## src/rtl/alu_unit_pkg.sv

```systemverilog
// Op-type codes shared with the reservation station and decoder, plus the
// default ROB tag width used by the ALU issue/CDB path.
package alu_unit_pkg;

  localparam int ROB_W = 4;

  typedef enum logic [5:0] {
    OP_LUI   = 6'd1,  OP_AUIPC = 6'd2,  OP_JAL   = 6'd3,  OP_JALR  = 6'd4,
    OP_BEQ   = 6'd5,  OP_BNE   = 6'd6,  OP_BLT   = 6'd7,  OP_BGE   = 6'd8,
    OP_BLTU  = 6'd9,  OP_BGEU  = 6'd10, OP_LB    = 6'd11, OP_LH    = 6'd12,
    OP_LW    = 6'd13, OP_LBU   = 6'd14, OP_LHU   = 6'd15, OP_SB    = 6'd16,
    OP_SH    = 6'd17, OP_SW    = 6'd18, OP_ADDI  = 6'd19, OP_SLTI  = 6'd20,
    OP_SLTIU = 6'd21, OP_XORI  = 6'd22, OP_ORI   = 6'd23, OP_ANDI  = 6'd24,
    OP_SLLI  = 6'd25, OP_SRLI  = 6'd26, OP_SRAI  = 6'd27, OP_ADD   = 6'd28,
    OP_SUB   = 6'd29, OP_SLL   = 6'd30, OP_SLT   = 6'd31, OP_SLTU  = 6'd32,
    OP_XOR   = 6'd33, OP_SRL   = 6'd34, OP_SRA   = 6'd35, OP_OR    = 6'd36,
    OP_AND   = 6'd37
  } op_e;

endpackage

```

## src/rtl/alu_unit_if.sv

```systemverilog
// RS->ALU issue signals and ALU->CDB broadcast handshake.
interface alu_unit_if #(parameter int ROB_W = 4);
  logic             mission;
  logic [5:0]       op_type;
  logic [31:0]      rs1;
  logic [31:0]      rs2;
  logic [ROB_W-1:0] rob_dest;
  logic             busy;

  logic             cdb_req;
  logic             cdb_grant;
  logic [ROB_W-1:0] cdb_rob_dest;
  logic [31:0]      cdb_value;
  logic             cdb_is_branch;
  logic             cdb_taken;

  modport master (
    output mission, op_type, rs1, rs2, rob_dest, cdb_grant,
    input  busy, cdb_req, cdb_rob_dest, cdb_value, cdb_is_branch, cdb_taken
  );

  modport slave (
    input  mission, op_type, rs1, rs2, rob_dest, cdb_grant,
    output busy, cdb_req, cdb_rob_dest, cdb_value, cdb_is_branch, cdb_taken
  );
endinterface

```

## src/rtl/alu_unit_core.sv

```systemverilog
// Pure combinational datapath: op_type/operands -> result, branch flag, outcome.
module alu_core
  import alu_unit_pkg::*;
(
  input  logic [5:0]  op_type,
  input  logic [31:0] rs1,
  input  logic [31:0] rs2,
  output logic [31:0] value,
  output logic        is_branch,
  output logic        taken
);

  logic [4:0]  shamt;
  logic [31:0] sum;
  logic        lt_s;
  logic        lt_u;

  assign shamt = rs2[4:0];
  assign sum   = rs1 + rs2;
  assign lt_s  = $signed(rs1) < $signed(rs2);
  assign lt_u  = rs1 < rs2;

  always_comb begin
    value     = '0;
    is_branch = 1'b0;
    taken     = 1'b0;
    case (op_e'(op_type))
      OP_ADD, OP_ADDI:   value = sum;
      OP_SUB:            value = rs1 - rs2;
      OP_AND, OP_ANDI:   value = rs1 & rs2;
      OP_OR,  OP_ORI:    value = rs1 | rs2;
      OP_XOR, OP_XORI:   value = rs1 ^ rs2;
      OP_SLL, OP_SLLI:   value = rs1 << shamt;
      OP_SRL, OP_SRLI:   value = rs1 >> shamt;
      OP_SRA, OP_SRAI:   value = $unsigned($signed(rs1) >>> shamt);
      OP_SLT, OP_SLTI:   value = {31'b0, lt_s};
      OP_SLTU, OP_SLTIU: value = {31'b0, lt_u};
      OP_JALR:           value = sum & ~32'h1;
      OP_BEQ, OP_BNE, OP_BLT, OP_BGE, OP_BLTU, OP_BGEU: begin
        is_branch = 1'b1;
        case (op_e'(op_type))
          OP_BEQ:  taken = (rs1 == rs2);
          OP_BNE:  taken = (rs1 != rs2);
          OP_BLT:  taken = lt_s;
          OP_BGE:  taken = !lt_s;
          OP_BLTU: taken = lt_u;
          default: taken = !lt_u;
        endcase
        value = {31'b0, taken};
      end
      default: ;
    endcase
  end

endmodule

```

## src/rtl/alu_unit.sv

```systemverilog
// ALU execution unit: computes issued ops and broadcasts results in issue
// order from a small queue under the CDB req/grant handshake.
module alu_unit #(
  parameter int RESQ_DEPTH = 4,
  parameter int ROB_W      = alu_unit_pkg::ROB_W
) (
  input  logic        clk,
  input  logic        rst,
  input  logic        rdy,
  input  logic        flush,
  alu_unit_if.slave   bus,
  output logic        overflow_err
);

  localparam int PTR_W = $clog2(RESQ_DEPTH);
  localparam int CNT_W = PTR_W + 1;

  logic [31:0]      res_value;
  logic             res_is_branch;
  logic             res_taken;

  logic [ROB_W-1:0] q_dest   [RESQ_DEPTH];
  logic [31:0]      q_value  [RESQ_DEPTH];
  logic             q_branch [RESQ_DEPTH];
  logic             q_taken  [RESQ_DEPTH];

  logic [PTR_W-1:0] wr_ptr;
  logic [PTR_W-1:0] rd_ptr;
  logic [CNT_W-1:0] count;

  logic head_valid;
  logic full;
  logic accept;
  logic pop;
  logic push;

  alu_core u_core (
    .op_type   (bus.op_type),
    .rs1       (bus.rs1),
    .rs2       (bus.rs2),
    .value     (res_value),
    .is_branch (res_is_branch),
    .taken     (res_taken)
  );

  assign head_valid = (count != '0);
  assign full       = (count == CNT_W'(RESQ_DEPTH));
  assign accept     = rdy && !flush && bus.mission;
  assign pop        = rdy && !flush && head_valid && bus.cdb_grant;
  // A pop in the same cycle frees the slot, so a full queue still accepts.
  assign push       = accept && (!full || pop);

  always_ff @(posedge clk or negedge rst) begin
    if (!rst) begin
      wr_ptr       <= '0;
      rd_ptr       <= '0;
      count        <= '0;
      overflow_err <= 1'b0;
    end else if (rdy) begin
      if (flush) begin
        wr_ptr <= '0;
        rd_ptr <= '0;
        count  <= '0;
      end else begin
        if (push) wr_ptr <= wr_ptr + PTR_W'(1);
        if (pop)  rd_ptr <= rd_ptr + PTR_W'(1);
        if (push && !pop)      count <= count + CNT_W'(1);
        else if (pop && !push) count <= count - CNT_W'(1);
        if (accept && !push)   overflow_err <= 1'b1;
      end
    end
  end

  always_ff @(posedge clk) begin
    if (push) begin
      q_dest[wr_ptr]   <= bus.rob_dest;
      q_value[wr_ptr]  <= res_value;
      q_branch[wr_ptr] <= res_is_branch;
      q_taken[wr_ptr]  <= res_taken;
    end
  end

  // Storage is not reset; gating on head_valid keeps outputs at zero when empty.
  assign bus.cdb_req       = head_valid;
  assign bus.cdb_rob_dest  = head_valid ? q_dest[rd_ptr]   : '0;
  assign bus.cdb_value     = head_valid ? q_value[rd_ptr]  : '0;
  assign bus.cdb_is_branch = head_valid && q_branch[rd_ptr];
  assign bus.cdb_taken     = head_valid && q_taken[rd_ptr];
  assign bus.busy          = (count >= CNT_W'(RESQ_DEPTH - 1));

endmodule
```

## src/flat_wrapper.sv

```systemverilog
// flat-port wrapper written by rule: the top's interface ports become plain ports
module alu_unit_flat 
#(
  parameter int RESQ_DEPTH = 4,
  parameter int ROB_W      = alu_unit_pkg::ROB_W
)
  (clk, rst, rdy, flush, overflow_err, bus_mission, bus_op_type, bus_rs1, bus_rs2, bus_rob_dest, bus_cdb_grant, bus_busy, bus_cdb_req, bus_cdb_rob_dest, bus_cdb_value, bus_cdb_is_branch, bus_cdb_taken);
  alu_unit_if #(.ROB_W(ROB_W)) bus_i ();
  input  logic clk;
  input  logic rst;
  input  logic rdy;
  input  logic flush;
  output logic overflow_err;
  input wire logic [$bits(bus_i.mission)-1:0] bus_mission;
  input wire logic [$bits(bus_i.op_type)-1:0] bus_op_type;
  input wire logic [$bits(bus_i.rs1)-1:0] bus_rs1;
  input wire logic [$bits(bus_i.rs2)-1:0] bus_rs2;
  input wire logic [$bits(bus_i.rob_dest)-1:0] bus_rob_dest;
  input wire logic [$bits(bus_i.cdb_grant)-1:0] bus_cdb_grant;
  output wire logic [$bits(bus_i.busy)-1:0] bus_busy;
  output wire logic [$bits(bus_i.cdb_req)-1:0] bus_cdb_req;
  output wire logic [$bits(bus_i.cdb_rob_dest)-1:0] bus_cdb_rob_dest;
  output wire logic [$bits(bus_i.cdb_value)-1:0] bus_cdb_value;
  output wire logic [$bits(bus_i.cdb_is_branch)-1:0] bus_cdb_is_branch;
  output wire logic [$bits(bus_i.cdb_taken)-1:0] bus_cdb_taken;
  assign bus_i.mission = bus_mission;
  assign bus_i.op_type = bus_op_type;
  assign bus_i.rs1 = bus_rs1;
  assign bus_i.rs2 = bus_rs2;
  assign bus_i.rob_dest = bus_rob_dest;
  assign bus_i.cdb_grant = bus_cdb_grant;
  assign bus_busy = bus_i.busy;
  assign bus_cdb_req = bus_i.cdb_req;
  assign bus_cdb_rob_dest = bus_i.cdb_rob_dest;
  assign bus_cdb_value = bus_i.cdb_value;
  assign bus_cdb_is_branch = bus_i.cdb_is_branch;
  assign bus_cdb_taken = bus_i.cdb_taken;
  alu_unit #(.RESQ_DEPTH(RESQ_DEPTH), .ROB_W(ROB_W)) u_core (.clk(clk), .rst(rst), .rdy(rdy), .flush(flush), .bus(bus_i), .overflow_err(overflow_err));
endmodule
```

## config.mk

```make
export PLATFORM = sky130hd
export DESIGN_NAME = alu_unit_flat
export DESIGN_NICKNAME = d
export VERILOG_FILES = /design/src/rtl/alu_unit_pkg.sv /design/src/rtl/alu_unit_if.sv /design/src/rtl/alu_unit_core.sv /design/src/rtl/alu_unit.sv /design/src/flat_wrapper.sv
export SDC_FILE = /design/constraint.sdc
export NUM_CORES = 1
export LEC_CHECK = 0
export BUFFER_PORTS_ARGS = -buffer_cell sky130_fd_sc_hd__buf_2
export CORE_AREA = 2 2 174 304
export DETAILED_ROUTE_END_ITERATION = 7
export DIE_AREA = 0 0 176 306
export GPL_TIMING_DRIVEN = 0
export HOLD_SLACK_MARGIN = 0.15
export PLACE_DENSITY = 0.57
export RECOVER_POWER = 25
export SLEW_MARGIN = 30
export SYNTH_ARGS = -nofsm -noshare
export SYNTH_HDL_FRONTEND = slang
export SYNTH_SLANG_ARGS = --single-unit
```

## constraint.sdc

```tcl
create_clock -name clk -period 2.7 [get_ports clk]
set_clock_uncertainty 0.05 [all_clocks]
set_input_delay 0.54 -clock clk [delete_from_list [all_inputs] [get_ports clk]]
set_output_delay 0.54 -clock clk [all_outputs]
set_load 0.05 [all_outputs]
```

==> flow_metrics.env <==
export IMPL_outcome="finished with violations"
export IMPL_violations="negative setup slack"
export IMPL_critPathRequiredTime_ns=2.83
export IMPL_critPathKind="input pin to register"
export IMPL_core_um2=51300
export IMPL_syn_nets=1844
export IMPL_clk_pin_slew_ns=0.06
export IMPL_drtIter0Drc=1365
export IMPL_synth_seq_cells=160
export IMPL_layout_drive_gt1_share=0.386
export IMPL_die_w_um=176
export IMPL_max_slew_margin=0.335
export IMPL_fmax_ghz=0.301
export IMPL_synth_top_family_by_area="compound AO/OA/AOI/OAI gates"
export IMPL_cts_max_level=4
export IMPL_gr_usage_all_layers=0.302
export IMPL_fin_area_um2=21300
export IMPL_tightest_slew_ns=0.998
export IMPL_cts_buffers=25
export IMPL_finalMaxSlewViolations=0
export IMPL_clock_sinks=160
export IMPL_cts_tree="built"
export IMPL_drc=0
export IMPL_power_leakage_nw=8.03
export IMPL_use_met3=0.0301
export IMPL_overflow=0
export IMPL_powerDensity_nw_per_um2=558
export IMPL_dieArea_um2=53900
export IMPL_layout_common_cells="edfxtp_1, buf_4, nor2_1"
export IMPL_grt_pass1_vias=16468
export IMPL_vias=15908
export IMPL_muxShareOfSynthArea=0.136
export IMPL_wl_per_cell_um=31.7
export IMPL_gp_congestion=0.992
export IMPL_synth_xor_area_share=0.00458
export IMPL_cap_violations=0
export IMPL_dp_hpwl_um=64900
export IMPL_ys_types=98
export IMPL_ys_seq_area_frac=0.312
export IMPL_startpoint_type="input pin"
export IMPL_dieHeight_um=306
export IMPL_synth_ff_type="edfxtp_1"
export IMPL_fin_nets=2116
export IMPL_clk_insertion_delay_late_ns=0.49
export IMPL_drt_total_wl_um=82800
export IMPL_grt_pass1_wl_um=116000
export IMPL_startpoint="bus_rs2[1]"
export IMPL_timing_rr_start="u_core.count[1]$_DFFE_PN0P_"
export IMPL_met1_usage=0.285
export IMPL_synth_cells=1660
export IMPL_worstHoldStart="bus_mission"
export IMPL_hold_violations=0
export IMPL_start_util=0.298
export IMPL_cp_max_fo=5
export IMPL_rrSetupSlack_ns=0.16
export IMPL_grt_busiest_layer="met2"
export IMPL_synth_simple_gate_area_frac=0.155
export IMPL_dp_slack_ns=-2.02
export IMPL_placementRows=110
export IMPL_finalCritPeriodShare=1.23
export IMPL_post_route_min_period_ns=3.32
export IMPL_pin_count=121
export IMPL_setup_viol=146
export IMPL_syn_to_final_growth_pct=39.2
export IMPL_cts_root_buf="clkbuf_16"
export IMPL_peakVddDrop_mv=0.346
export IMPL_yosysWarnings=0
export IMPL_synth_area_per_cell_um2=9.21
export IMPL_synth_edf_count=152
export IMPL_whs_path_depth=2
export IMPL_port_buffers=120
export IMPL_grt_max_degree=39
export IMPL_synth_compound_area_frac=0.243
export IMPL_final_common_cell="edfxtp_1"
export IMPL_clk_path_buf_depth=3
export IMPL_hold_path_class="input pin to register"
export IMPL_arrival_ns=3.45
export IMPL_place_area_um2=17100
export IMPL_rr_endpoint="u_core.count[1]$_DFFE_PN0P_"
export IMPL_async_flop_share=0.0500
export IMPL_ant_nets=0
export IMPL_viasPerCell=6.10
export IMPL_dr_pass1_iters=7
export IMPL_synth_adder_area_share=0.0866
export IMPL_reg2reg_depth=6
export IMPL_grtUsageMet2=0.552
export IMPL_critPathCaptureType="register"
export IMPL_rsz0062_at_grt="yes"
export IMPL_layout_setup_ws_ns=-0.624
export IMPL_min_to="u_core.overflow_err$_DFFE_PN0P_"
export IMPL_utilization=0.415
export IMPL_antenna_found_initial=0
export IMPL_syn_area_um2=15300
## worst max path at each step
stage	end	slack [ns]
global route	u_core.q_value[3][0]$_DFFE_PP_	-0.58
floorplan	u_core.q_value[0][0]$_DFFE_PP_	-0.62
detailed placement	u_core.q_value[2][26]$_DFFE_PP_	-2.02
global placement	u_core.q_value[0][20]$_DFFE_PP_	-2.07
CTS	u_core.q_value[3][27]$_DFFE_PP_	-0.58
finish	u_core.q_value[0][27]$_DFFE_PP_	-0.62
## layer usage
layer / vias up / wire, um
li1: 6843 / -
met1: 7850 / 26500
met2: 827 / 42300
met3: 388 / 3490
met4: 0 / 10500
met5: - / 0
## critical path, stage by stage
cell and delay [ns]:
buf_12 0.08, buf_12 0.13, clkinv_8 0.05, buf_12 0.13
buf_12 0.13, ha_4 0.30, nor3_4 0.06, o311ai_4 0.25
buf_12 0.16, a211oi_4 0.06, a311oi_4 0.42, a31oi_4 0.18
nor3_4 0.25, o21ai_2 0.15, a211oi_2 0.35, o221ai_4 0.18
## where the power goes
part | total (mW) | internal, mW | switching (mW) | leakage (nW)
sequential | 3.00 | 2.93 | 0.0672 | 1.49
clock | 2.64 | 1.65 | 0.989 | 0.331
combinational | 6.24 | 2.37 | 3.87 | 6.22
total | 11.9 | 6.95 | 4.93 | 8.03
## synth_stat cells (all sizes together) (29+ instances only)
cell / count / area, um2
ha: 101 / 1260
nor3: 34 / 185
o21ai: 131 / 674
a211oi: 38 / 290
clkbuf: 63 / 236
nand2: 117 / 442
edfxtp: 152 / 4560
nand3: 29 / 145
and2: 49 / 307
a21oi: 130 / 651
mux4: 55 / 1240
inv: 102 / 385
mux2i: 61 / 611
nor2: 141 / 532
buf: 61 / 322
## what timing repair did
item                                    in CTS  in global routing
hold buffers                                 1                  0
pin swaps                                   87                 95
endpoints found under the setup margin     170                158
hold endpoints to repair                     8                  0
gates cloned                                 2                  1
gates resized for setup                    442                203
buffers inserted                            85                 53
## state kept, by name, indices dropped and copies added, names as in the netlist
signal / count
u_core.q_dest: 16
u_core.q_value: 128
u_core.q_taken: 4
u_core.count: 3
u_core.overflow_err: 1
u_core.rd_ptr: 2
u_core.q_branch: 4
u_core.wr_ptr: 2
## through the flow
step	TNS (ns)	hold slack, ns	instances	power, mW
after floorplan	-41.60	0.194	1660	6.36
after global placement	-365.75	0.348	2452	7.87
after detailed placement	-218.75	0.351	2452	7.91
after CTS	-39.94	0.203	2568	11.4
after global routing	-47.16	0.259	2609	12.3
final	-40.72	0.278	2610	11.9
## cell type report
type / count / area [um2]
buffer: 117 / 1030
antenna: 1 / 2.50
clock buffer: 26 / 629
sequential: 160 / 4770
inverter: 107 / 482
tap: 672 / 841
fill: 5112 / 30100
timing repair buffer: 252 / 2060
multi-input combinational: 1269 / 11400
clock inverter: 6 / 32.5
## cells by family (layout without fill, tap and decap cells)
logic type	count (synthesis)	count (layout)
compound gates	544	544
simple gates	477	477
buf+inv	231	508
flops	160	160
mux	136	136
fa+ha+maj	104	104
xor+xnor	8	8
other cells	0	1
Note: power is estimated with default switching activity, not from simulation.
